`src/rtl/mult_seq.sv`:
```
`default_nettype none
// ============================================================================
// Module   : mult_seq
// Brief    : Sequential shift-and-add multiplier, one multiplier bit per clock,
//            full 2*WIDTH-bit product, start/busy/done handshake.
//            Define MULT_SIGNED_EN to honour signed_in (sign-magnitude).
// Revision : 1.0 - initial release
// ============================================================================
module mult_seq #(
    parameter int WIDTH = 8
) (
    input  logic                 clk_in,
    input  logic                 rst_in,
    input  logic [WIDTH-1:0]     a_in,
    input  logic [WIDTH-1:0]     b_in,
    input  logic                 signed_in,
    input  logic                 start_in,
    output logic                 busy_out,
    output logic                 done_out,
    output logic [2*WIDTH-1:0]   y_out
);

    localparam int c_CTR_W = (WIDTH > 1) ? $clog2(WIDTH) : 1;
    localparam logic [c_CTR_W-1:0] c_CTR_LAST = c_CTR_W'(WIDTH - 1);

    typedef enum logic [1:0] {
        S_IDLE = 2'd0,
        S_WORK = 2'd1,
        S_DONE = 2'd2
    } state_t;

    state_t               r_state;
    state_t               w_state_next;
    logic [c_CTR_W-1:0]   r_ctr;
    logic [2*WIDTH-1:0]   r_acc;
    logic [WIDTH-1:0]     r_mag_a;
    logic [WIDTH-1:0]     r_mag_b;
    logic [2*WIDTH-1:0]   r_y;

    logic                 w_accept;
    logic                 w_last;
    logic [WIDTH-1:0]     w_mag_a;
    logic [WIDTH-1:0]     w_mag_b;
    logic [2*WIDTH-1:0]   w_partial;
    logic [2*WIDTH-1:0]   w_acc_next;
    logic [2*WIDTH-1:0]   w_result;

`ifdef MULT_SIGNED_EN
    logic                 r_sign;
    logic                 w_sign;

    // Negating -2^(WIDTH-1) in WIDTH bits yields 2^(WIDTH-1) as an unsigned magnitude.
    assign w_sign     = signed_in & (a_in[WIDTH-1] ^ b_in[WIDTH-1]);
    assign w_mag_a    = (signed_in && a_in[WIDTH-1]) ? (~a_in + 1'b1) : a_in;
    assign w_mag_b    = (signed_in && b_in[WIDTH-1]) ? (~b_in + 1'b1) : b_in;
    assign w_result   = r_sign ? (~w_acc_next + 1'b1) : w_acc_next;
`else
    logic                 w_unused_signed;

    assign w_unused_signed = signed_in;
    assign w_mag_a    = a_in;
    assign w_mag_b    = b_in;
    assign w_result   = w_acc_next;
`endif

    assign w_accept   = (r_state == S_IDLE) && start_in;
    assign w_last     = (r_ctr == c_CTR_LAST);
    assign w_partial  = r_mag_b[r_ctr] ? ({{WIDTH{1'b0}}, r_mag_a} << r_ctr) : '0;
    assign w_acc_next = r_acc + w_partial;

    always_ff @(posedge clk_in or posedge rst_in) begin
        if (rst_in) begin
            r_state <= S_IDLE;
        end else begin
            r_state <= w_state_next;
        end
    end

    always_comb begin
        w_state_next = r_state;
        busy_out     = 1'b0;
        done_out     = 1'b0;
        case (r_state)
            S_IDLE: begin
                if (start_in) begin
                    w_state_next = S_WORK;
                end
            end
            S_WORK: begin
                busy_out = 1'b1;
                if (w_last) begin
                    w_state_next = S_DONE;
                end
            end
            S_DONE: begin
                busy_out     = 1'b1;
                done_out     = 1'b1;
                w_state_next = S_IDLE;
            end
            default: begin
                w_state_next = S_IDLE;
            end
        endcase
    end

    always_ff @(posedge clk_in or posedge rst_in) begin
        if (rst_in) begin
            r_ctr   <= '0;
            r_acc   <= '0;
            r_mag_a <= '0;
            r_mag_b <= '0;
            r_y     <= '0;
`ifdef MULT_SIGNED_EN
            r_sign  <= 1'b0;
`endif
        end else if (w_accept) begin
            r_ctr   <= '0;
            r_acc   <= '0;
            r_mag_a <= w_mag_a;
            r_mag_b <= w_mag_b;
`ifdef MULT_SIGNED_EN
            r_sign  <= w_sign;
`endif
        end else if (r_state == S_WORK) begin
            r_acc <= w_acc_next;
            r_ctr <= r_ctr + c_CTR_W'(1);
            // The product register only moves at completion; no partial sums leak out.
            if (w_last) begin
                r_y <= w_result;
            end
        end
    end

    assign y_out = r_y;

endmodule
`default_nettype wire

```
`config.mk`:
```
export PLATFORM = sky130hd
export DESIGN_NAME = mult_seq
export DESIGN_NICKNAME = d
export VERILOG_FILES = /design/src/rtl/mult_seq.sv
export SDC_FILE = /design/constraint.sdc
export NUM_CORES = 1
export LEC_CHECK = 0
export ABC_AREA = 1
export CAP_MARGIN = 20
export CORE_ASPECT_RATIO = 0.9
export CORE_UTILIZATION = 55
export CTS_CLUSTER_SIZE = 12
export DETAILED_ROUTE_END_ITERATION = 8
export DONT_BUFFER_PORTS = 1
export PLACE_DENSITY = 0.7
export RECOVER_POWER = 25
export SLEW_MARGIN = 20
export SYNTH_ARGS = -nofsm -noshare
export SYNTH_HDL_FRONTEND = slang
export SYNTH_SLANG_ARGS = --single-unit
```
`constraint.sdc`:
```
create_clock -name clk_in -period 3.3 [get_ports clk_in]
set_clock_uncertainty 0.1 [all_clocks]
set_input_delay 0.33 -clock clk_in [delete_from_list [all_inputs] [get_ports clk_in]]
set_output_delay 0.33 -clock clk_in [all_outputs]
set_load 0.01 [all_outputs]
```
==> summary.txt <==
Pwr
  – Int Pwr: 0.00155 W
  – Sequential share of power: 34.2%
  – Net Sw Frac: 48.1%
  – Power Density: 822 nW/um^2
  – Static leakage: 2.09 nW
  – Gate power share: 53.8%
  – Power share of the clock group: 12.0%
  – VDD IR-drop max: 0.000373 V
  – Psw: 0.00143 W

Floorplan
  – Core area: 6110 sq um
  – Initial core utilization: 57.2%
  – Cell Rows: 27
  – Area of the die: 6690 sq um
  – Overall die height: 77.7 um
  – IO Pins: 38
  – Die width: 86.1 um

Timing
  – Max_slew headroom: -53.6%
  – Fin crit share: 85.9%
  – Final Worst Setup Slack: 0.464 ns
  – Max frequency: 353 MHz
  – Least-Margin Pin Slew: 2.29 ns
  – Min cycle time layout: 2.84 ns
  – RSZ-0062 raised after global routing: false
  – Setup TNS Final: 0 ns
  – Min Hold Slack: 0.0245 ns
  – Slew Limit Fails: 54
  – Final Hold Fails: 0
  – Final Setup Violations: 0

Setup path
  – CP Data Arrival Time: 2.94 ns
  – Worst r2r dst: r_acc[15]$_DFFE_PP0P_
  – CP Max Fanout: 14
  – CP Class: reg2reg
  – Crit. End Element: flop
  – WP data required: 3.40 ns
  – FF-to-FF setup slack: 0.46 ns
  – R2r worst-path depth: 16
  – Startpoint Class: flop
  – Worst r2r src: r_ctr[0]$_DFFE_PP0P_

Worst hold path
  – Hold WC Path Type: in2reg
  – Hold path startpoint: a_in[5]
  – Hold Crit Endpoint: r_mag_a[5]$_DFFE_PP0P_
  – Worst Hold Depth: 2

Synth
  – Yosys top cell area share: 37.9%
  – Post-synthesis sequential area ratio: 37.9%
  – Mapped Nets: 535
  – Syn Inst Count: 493
  – Cell Area, Synth: 3500 sq um
  – Dominant register cell in the synthesized netlist: dfrtp_1
  – Mean Syn Cell Area: 7.10 sq um
  – Area contributors post-synth: dfrtp_1 (38%), nand2_1 (22%), ha_1 (7.5%)
  – EDFF count, synth: 0
  – Post-synth ARST share: 100%
  – Synthesized flop and latch total: 53
  – Synth area leader: dfrtp_1
  – Synth warnings: 0
  – Yosys cell types: 33

GRT
  – Grt met2 use: 39.1%
  – GRT overflow: 0
  – GRT Util Overall: 24.0%
  – Largest net degree at the start of global routing: 54
  – Met1 GRT Util: 33.2%
  – Global-route wire length before repair: 12,600 um
  – Initial antenna violation count: 0
  – Vias in the first global route: 2,786
  – Global route hottest layer: met2
  – Met3 GRT Util: 3.40%

Routing
  – Detailed-route wire length per cell: 12.5 um
  – Vias: 2,880
  – Antenna-violating nets left: 0
  – WL final: 7250 um
  – DR iter-0 viols: 168
  – Drt first pass iters: 4
  – Vias per std cell: 4.97
  – Drc violations: 0

Clock network
  – Worst-path clk slew: 0.09 ns
  – Htree depth: 2
  – CTS resizes: 0
  – Num CTS Buffers: 5
  – Root buf cell: clkbuf_8
  – Post-CTS Setup Inserts: 0
  – Insertion delay to the later sink of the worst-skew pair: 0.31 ns
  – CTS Buffer Depth: 2
  – Hold-fix buffers at CTS: 0
  – TritonCTS clock tree: done
  – Clk sink count: 53

Finish
  – Post-layout nets: 533
  – Most frequent cells in the layout: nand2_1 (209), inv_1 (54), dfrtp_1 (53)
  – P&R area growth vs syn: 3.36%
  – Ant. Diodes: 0
  – Final Cell Area: 3620 sq um
  – Share of layout cells above drive strength 1: 7.11%
  – Commonest non-fill, non-tap cell in the layout: nand2_1

Flow run
  – Max cap viols: 1

Placed design
  – Area after DPL: 3530 sq um
  – Routability cong.: 0.933
  – IO buf count: 0
  – Pre-CTS setup slack: 0.524 ns
  – DP HPWL: 5490 um

Status
  – Failing checks: max-capacitance violations, max-slew violations
  – Outcome: finished, violations left
[routing by layer]
layer / vias up / routed length (um) / part of all wire (%)
met3: 11 / 241 / 3.3
met4: 0 / 93 / 1.3
met1: 1290 / 3750 / 52
met2: 56 / 3160 / 44
li1: 1523 / - / -
met5: - / 0 / 0
[flip-flops by register name (all words and copies together) (netlist names)]
| name | cells |
|---|---|
| r_acc | 16 |
| r_ctr | 3 |
| r_mag_a | 8 |
| r_mag_b | 8 |
| r_state | 2 |
| y_out | 16 |
[cells by family after synthesis]
group	count (synthesis)	synth area share [%]
xor gates and xnor gates	4	1.00
AOI/OAI and AO/OA	47	7.15
DFF	53	37.9
and+or+nand+nor	294	36.4
buffers and inverters	73	9.47
adders and majority gates	22	8.08
[cells in the mapped netlist (2+ instances only)]
cell      instances
nand2_1         209
inv_1            55
dfrtp_1          53
nor2_1           33
ha_1             21
nand3_1          18
o21ai_0          17
o21ai_1          17
nand3_2           9
a21oi_1           7
nor3_1            7
buf_2             5
buf_6             4
nand3b_1          4
or2_1             4
inv_2             3
o21ai_2           3
o22ai_1           3
xor2_1            3
clkbuf_1          2
nand2_2           2
nor2_8            2
or2_2             2
[worst max path at each step]
stage,startpoint,end,slack [ns],cells after the start
6_report,r_ctr[0]$_DFFE_PP0P_,r_acc[15]$_DFFE_PP0P_,0.46,16
2_1_floorplan,r_ctr[0]$_DFFE_PP0P_,r_acc[8]$_DFFE_PP0P_,0.97,15
3_5_place_dp,r_ctr[0]$_DFFE_PP0P_,y_out[12]$_DFFE_PP0P_,0.52,14
3_3_place_gp,r_ctr[0]$_DFFE_PP0P_,r_acc[12]$_DFFE_PP0P_,0.60,14
5_1_grt,r_ctr[0]$_DFFE_PP0P_,y_out[11]$_DFFE_PP0P_,0.17,16
4_1_cts,r_ctr[0]$_DFFE_PP0P_,y_out[15]$_DFFE_PP0P_,0.50,16
[per-stage QoR]
stage / power [W] / util, % / std cells
finish: 0.00297 / 59.2 / 579
global route: 0.00327 / 59.2 / 579
CTS: 0.00299 / 59.1 / 579
detailed placement: 0.00262 / 57.8 / 571
global placement: 0.00256 / 57.8 / 571
floorplan: 0.00230 / - / 493
[power groups by stage]
stage	sequential [W]	combinational (W)	clock, W
floorplan	0.000973	0.00133	0
global placement	0.00102	0.00153	0
detailed placement	0.00103	0.00160	0
CTS	0.00102	0.00160	0.000369
global route	0.00104	0.00184	0.000390
finish	0.00102	0.00160	0.000357
[cell type report]
class	count	area, sq um
flip-flops and latches	53	1330
well taps	87	109
multi-input cells	367	1840
clock buffers	6	72.6
inverters	60	228
clock inverters	2	10.0
repair buffers	4	30.0
fillers	585	2500
[critical path, cell delays in order (launching register included)]
cell and delay (ns):
dfrtp_1 0.52, inv_2 0.18, o21ai_0 0.18, o22ai_1 0.09
nand2_1 0.16, nand2_2 0.13, o21ai_1 0.12, inv_1 0.07
ha_1 0.33, nand2_1 0.13, inv_1 0.06, nand2_1 0.06
nand2_1 0.06, a21oi_1 0.23, nand3_1 0.14, nand3_1 0.11
nand2_1 0.06
No activity file was read; power rests on OpenSTA's default activity.
